<file path="src/rtl/rv_lsu.sv">
// Load/store unit: drives a req/ack data bus for loads and stores, extends load data,
// and forwards ALU results to writeback with the same single-cycle latency.
module rv_lsu #(
  parameter int unsigned TIMEOUT_CYCLES = 256,
  parameter int unsigned TO_WIDTH       = 9
) (
  input  logic        i_clk,
  input  logic        i_reset_n,
  input  logic        i_flush,
  input  logic [31:0] i_add,
  input  logic [31:0] i_wdata,
  input  logic [3:0]  i_wsel,
  input  logic        i_store,
  input  logic        i_load,
  input  logic [2:0]  i_funct3,
  input  logic        i_reg_write,
  input  logic [4:0]  i_rd,
  input  logic [31:0] i_result,
  output logic        o_dbus_req,
  output logic        o_dbus_we,
  output logic [31:0] o_dbus_addr,
  output logic [3:0]  o_dbus_sel,
  output logic [31:0] o_dbus_wdata,
  input  logic        i_dbus_ack,
  input  logic [31:0] i_dbus_rdata,
  output logic        o_stall,
  output logic [31:0] o_wb_data,
  output logic [4:0]  o_wb_rd,
  output logic        o_wb_we,
  output logic        o_misaligned,
  output logic        o_bus_err
);

  typedef enum logic [1:0] {IDLE, BUS, WAIT_DRAIN} state_e;

  localparam logic [TO_WIDTH-1:0] ToLast =
    TO_WIDTH'((TIMEOUT_CYCLES == 0) ? 0 : (TIMEOUT_CYCLES - 1));

  state_e              state_q;
  logic                req_q, we_q, stall_q;
  logic [31:0]         addr_q, wdata_q;
  logic [3:0]          sel_q;
  logic [2:0]          funct3_q;
  logic [4:0]          rd_q;
  logic                regw_q, flushed_q;
  logic [1:0]          off_q;
  logic [TO_WIDTH-1:0] cnt_q;
  logic [31:0]         wb_data_q;
  logic [4:0]          wb_rd_q;
  logic                wb_we_q, mis_q, err_q;

  logic        misaligned_d;
  logic [7:0]  lane_b_d;
  logic [15:0] lane_h_d;
  logic [31:0] load_data_d;

  always_comb begin
    misaligned_d = 1'b0;
    case (i_funct3[1:0])
      2'd1:    misaligned_d = i_add[0];
      2'd2:    misaligned_d = |i_add[1:0];
      default: misaligned_d = 1'b0;
    endcase
  end

  // Lane selection uses the byte offset captured at accept time, not the live address.
  always_comb begin
    lane_b_d    = 8'h00;
    lane_h_d    = off_q[1] ? i_dbus_rdata[31:16] : i_dbus_rdata[15:0];
    load_data_d = i_dbus_rdata;
    case (off_q)
      2'd0:    lane_b_d = i_dbus_rdata[7:0];
      2'd1:    lane_b_d = i_dbus_rdata[15:8];
      2'd2:    lane_b_d = i_dbus_rdata[23:16];
      default: lane_b_d = i_dbus_rdata[31:24];
    endcase
    case (funct3_q[1:0])
      2'd0:    load_data_d = funct3_q[2] ? {24'h0, lane_b_d} : {{24{lane_b_d[7]}}, lane_b_d};
      2'd1:    load_data_d = funct3_q[2] ? {16'h0, lane_h_d} : {{16{lane_h_d[15]}}, lane_h_d};
      default: load_data_d = i_dbus_rdata;
    endcase
  end

  always_ff @(posedge i_clk or negedge i_reset_n) begin
    if (!i_reset_n) begin
      state_q   <= IDLE;
      req_q     <= 1'b0;
      we_q      <= 1'b0;
      stall_q   <= 1'b0;
      addr_q    <= 32'h0;
      wdata_q   <= 32'h0;
      sel_q     <= 4'h0;
      funct3_q  <= 3'h0;
      rd_q      <= 5'h0;
      regw_q    <= 1'b0;
      flushed_q <= 1'b0;
      off_q     <= 2'h0;
      cnt_q     <= '0;
      wb_data_q <= 32'h0;
      wb_rd_q   <= 5'h0;
      wb_we_q   <= 1'b0;
      mis_q     <= 1'b0;
      err_q     <= 1'b0;
    end else begin
      wb_we_q <= 1'b0;
      mis_q   <= 1'b0;
      err_q   <= 1'b0;
      case (state_q)
        IDLE: begin
          if (i_flush) begin
            wb_we_q <= 1'b0;
          end else if (i_load || i_store) begin
            if (misaligned_d) begin
              mis_q <= 1'b1;
            end else begin
              addr_q    <= {i_add[31:2], 2'b00};
              sel_q     <= i_store ? i_wsel : 4'hF;
              wdata_q   <= i_wdata;
              we_q      <= i_store;
              funct3_q  <= i_funct3;
              rd_q      <= i_rd;
              regw_q    <= i_reg_write;
              off_q     <= i_add[1:0];
              flushed_q <= 1'b0;
              cnt_q     <= '0;
              req_q     <= 1'b1;
              stall_q   <= 1'b1;
              state_q   <= BUS;
            end
          end else begin
            wb_data_q <= i_result;
            wb_rd_q   <= i_rd;
            wb_we_q   <= i_reg_write;
          end
        end
        BUS: begin
          if (i_flush) flushed_q <= 1'b1;
          if (i_dbus_ack) begin
            req_q   <= 1'b0;
            stall_q <= 1'b0;
            state_q <= IDLE;
            if (!we_q && !flushed_q && !i_flush) begin
              wb_data_q <= load_data_d;
              wb_rd_q   <= rd_q;
              wb_we_q   <= regw_q;
            end
          end else if ((TIMEOUT_CYCLES != 0) && (cnt_q == ToLast)) begin
            req_q   <= 1'b0;
            stall_q <= 1'b0;
            err_q   <= 1'b1;
            state_q <= WAIT_DRAIN;
          end else begin
            cnt_q <= cnt_q + 1'b1;
          end
        end
        // One dead cycle so a straggling ack lands while req is low and is ignored.
        WAIT_DRAIN: state_q <= IDLE;
        default:    state_q <= IDLE;
      endcase
    end
  end

  assign o_dbus_req   = req_q;
  assign o_dbus_we    = we_q;
  assign o_dbus_addr  = addr_q;
  assign o_dbus_sel   = sel_q;
  assign o_dbus_wdata = wdata_q;
  assign o_stall      = stall_q;
  assign o_wb_data    = wb_data_q;
  assign o_wb_rd      = wb_rd_q;
  assign o_wb_we      = wb_we_q;
  assign o_misaligned = mis_q;
  assign o_bus_err    = err_q;

endmodule
</file>
<file path="config.mk">
export PLATFORM = sky130hd
export DESIGN_NAME = rv_lsu
export DESIGN_NICKNAME = d
export VERILOG_FILES = /design/src/rtl/rv_lsu.sv
export SDC_FILE = /design/constraint.sdc
export NUM_CORES = 1
export LEC_CHECK = 0
export ABC_CLOCK_PERIOD_IN_PS = 5700
export BUFFER_PORTS_ARGS = -buffer_cell sky130_fd_sc_hd__buf_2
export CORE_ASPECT_RATIO = 0.5
export CORE_MARGIN = 4
export CORE_UTILIZATION = 50
export DETAILED_ROUTE_END_ITERATION = 12
export GPL_ROUTABILITY_DRIVEN = 0
export MAX_ROUTING_LAYER = met4
export PLACE_DENSITY = 0.83
export SLEW_MARGIN = 10
export SYNTH_ARGS = -nofsm -noshare
export SYNTH_HDL_FRONTEND = slang
export SYNTH_SLANG_ARGS = --single-unit
</file>
<file path="constraint.sdc">
create_clock -name i_clk -period 5.7 [get_ports i_clk]
set_input_delay 0.57 -clock i_clk [delete_from_list [all_inputs] [get_ports i_clk]]
set_output_delay 0.57 -clock i_clk [all_outputs]
set_load 0.02 [all_outputs]
</file>
==> flow_metrics.env <==
export IMPL_grt_max_degree=81
export IMPL_vias=5215
export IMPL_crit_path_top_delay_cell="buf_4"
export IMPL_synth_async_reset_ratio=1.00
export IMPL_reg2reg_from="state_q[1]"
export IMPL_dp_hpwl_um=12000
export IMPL_initial_core_util=0.517
export IMPL_antenna_found_initial=0
export IMPL_arrival_ps=2960
export IMPL_fp_row_count=28
export IMPL_clk_path_buf_depth=2
export IMPL_power_mw=3.86
export IMPL_crit_path_end_kind="flop"
export IMPL_fin_util=0.681
export IMPL_rrSetupSlack_ps=3040
export IMPL_synthToLayoutAreaGrowth_pct=31.8
export IMPL_tns_ps=0
export IMPL_viasPerCell=5.38
export IMPL_drc_errors=0
export IMPL_grt_pass1_vias=5163
export IMPL_clkLatencyLatePin_ps=410
export IMPL_drive_gt1_frac=0.478
export IMPL_syn_mean_instance_area_um2=11.2
export IMPL_grt_pass1_wl_um=26100
export IMPL_min_path_type="input port to async pin"
export IMPL_crit_path_start_kind="flop"
export IMPL_rsz0062_at_grt="false"
export IMPL_critPathLaunch="state_q[1]"
export IMPL_max_stage_delay_ps=780
export IMPL_die_w_um=165
export IMPL_ant_nets=0
export IMPL_ys_dominant_reg_cell="dfrtp_1"
export IMPL_cts_setup_buffers=0
export IMPL_cts_resized_gates=0
export IMPL_clock_sinks=131
export IMPL_synth_distinct_cells=53
export IMPL_n_antenna_cell=0
export IMPL_period_minus_slack_ps=2660
export IMPL_cp_cell_sequence="nor4_1 -> nor2b_4 -> buf_4 -> mux2_2"
export IMPL_yosysSeqAreaShare=0.532
export IMPL_htreeDepth=4
export IMPL_final_nets=942
export IMPL_path_delay_family="simple AND/OR/NAND/NOR gates"
export IMPL_critical_path_class="flop to flop"
export IMPL_crit_buf_inv=1
export IMPL_vdd_drop_max_mv=0.230
export IMPL_ys_warnings_count=0
export IMPL_slew_headroom=0.264
export IMPL_leakage_nw=3.90
export IMPL_worstPathRequired_ps=5990
export IMPL_status="finished, final reports clean"
export IMPL_hold_violations=0
export IMPL_power_density_mw_per_mm2=476
export IMPL_port_buffers=255
export IMPL_maxCapViolCount=0
export IMPL_finClkSkew_ps=12.6
export IMPL_drtPass1Iterations=5
export IMPL_gr_total_overflow=0
export IMPL_final_max_slew_viol_count=0
export IMPL_fillers=915
export IMPL_track_usage=0.240
export IMPL_syn_instance_count=552
export IMPL_clk_pin_slew_ps=60
export IMPL_cts_tree="yes"
export IMPL_cts_hold_buf=0
export IMPL_die_area_mm2=0.0143
export IMPL_ys_seq_elements=131
export IMPL_timing_hold_ws_ps=286
export IMPL_ioPinCount=258
export IMPL_cp_max_fo=80
export IMPL_post_route_period_util=0.467
export IMPL_cts_made_buffers=17
export IMPL_dieHeight_um=86.5
export IMPL_worst_slew_pin_slew_ps=1100
export IMPL_drt_iter0_drc=389
export IMPL_wl_um=16900
export IMPL_coreArea_mm2=0.0119
export IMPL_synth_area_mm2=0.00616
export IMPL_fmax_mhz=375
export IMPL_synth_edf_count=0
export IMPL_setup_viol=0
export IMPL_root_buffer="clkbuf_16"
export IMPL_wl_per_cell_um=17.4
worst register-to-register path: stages, from the launching register on:
cell and delay (ps):
dfrtp_1 490, nor4_1 390, nor2b_4 410, buf_4 780, mux2_2 490
metrics by stage:
step           instances  setup WS [ps]  cell area, um^2
4_1_cts              969           3040             8120
3_5_place_dp         937           2870             7490
2_1_floorplan        553           3570             6160
5_1_grt              969           2850             8120
6_report             969           3040             8120
3_3_place_gp         937           2920             7490
placed cells by master (no fill, tap or decap), types with 3 or more instances in the layout:
cell type	n
o21ai_1	10
o21ai_0	30
o31ai_1	4
mux2_2	79
nor3b_1	3
nor2_1	46
inv_6	3
nor2b_1	12
nand2_1	41
a211o_1	4
o211a_1	6
o21a_1	4
buf_4	7
clkinv_2	3
a31oi_1	7
bufinv_16	4
a22o_1	14
dfrtp_1	131
buf_2	254
mux2i_1	3
clkbuf_16	17
a211oi_1	8
nand2b_1	8
xor2_1	3
ha_1	4
a21oi_1	36
o22ai_1	3
nor3_1	5
inv_1	11
nand3_1	3
layer usage:
metal,global-route usage,vias up,part of all wire
met5,-,-,0
met4,0.0732,0,0.015
met3,0.0418,23,0.066
met2,0.408,206,0.51
met1,0.298,2546,0.41
li1,-,2440,-
cells in the mapped netlist, types with 5 or more instances:
library cell  count  area (um^2)
nand2_1          41          154
dfrtp_1         131         3280
a211oi_1          8         60.1
a21oi_1          36          180
nor2_1           46          173
o21ai_1          10         50.1
inv_1            11         41.3
nand2b_1          8         50.1
o211a_1           6         60.1
mux2_2           79          890
nor3_1            5         25.0
a22o_1           14          123
buf_4            11         82.6
clkbuf_1         16         60.1
nor2b_1          14         87.6
a31oi_1           7         43.8
o21ai_0          30          150
buf_2            12         60.1
state kept, by name (all words and copies together), names as in the netlist:
name and count:
o_dbus_wdata 32, o_wb_data 32, o_dbus_addr 30, cnt_q 9, o_wb_rd 5, rd_q 5
o_dbus_sel 4, funct3_q 3, off_q 2, state_q 2, flushed_q 1, o_bus_err 1
o_dbus_we 1, o_misaligned 1, o_stall 1, o_wb_we 1, regw_q 1
area by class of cell:
| cell class | count | area, um^2 | share of cell area |
|---|---|---|---|
| inverter | 11 | 41.3 | 0.00509 |
| clock inverter | 15 | 205 | 0.0253 |
| sequential | 131 | 3280 | 0.404 |
| timing repair buffer | 261 | 1320 | 0.163 |
| tap | 165 | 206 | 0.0254 |
| multi-input combinational | 369 | 2640 | 0.325 |
| clock buffer | 17 | 425 | 0.0524 |
kinds of logic after synthesis:
kind of cell             Yosys count  synth area share
AND/OR/NAND/NOR                  136             0.107
flip-flops                       131             0.532
other                              1          0.000609
buffers and inverters             53            0.0439
XOR/XNOR                           5           0.00711
multiplexers                      83             0.153
AO/OA/AOI/OAI                    139             0.148
adder cells (fa/ha/maj)            4           0.00813
path summary, 6_finish.rpt:
kind	end	depth (start not counted)
hold reg to reg	o_wb_data[10]	2
min in group i_clk	o_dbus_addr[13]	2
setup / recovery	o_dbus_wdata[3]	4
hold / removal	o_dbus_addr[9]	1
setup reg to reg	o_dbus_wdata[3]	4
max in group asynchronous	o_wb_rd[3]	2
where the power goes:
part           switching (mW)  total (mW)  leakage (nW)  internal, mW
combinational           0.773        1.29          2.03         0.512
clock                   0.431        1.17         0.306         0.738
sequential              0.191        1.41          1.56          1.22
Power figures use the tool's default switching activity.
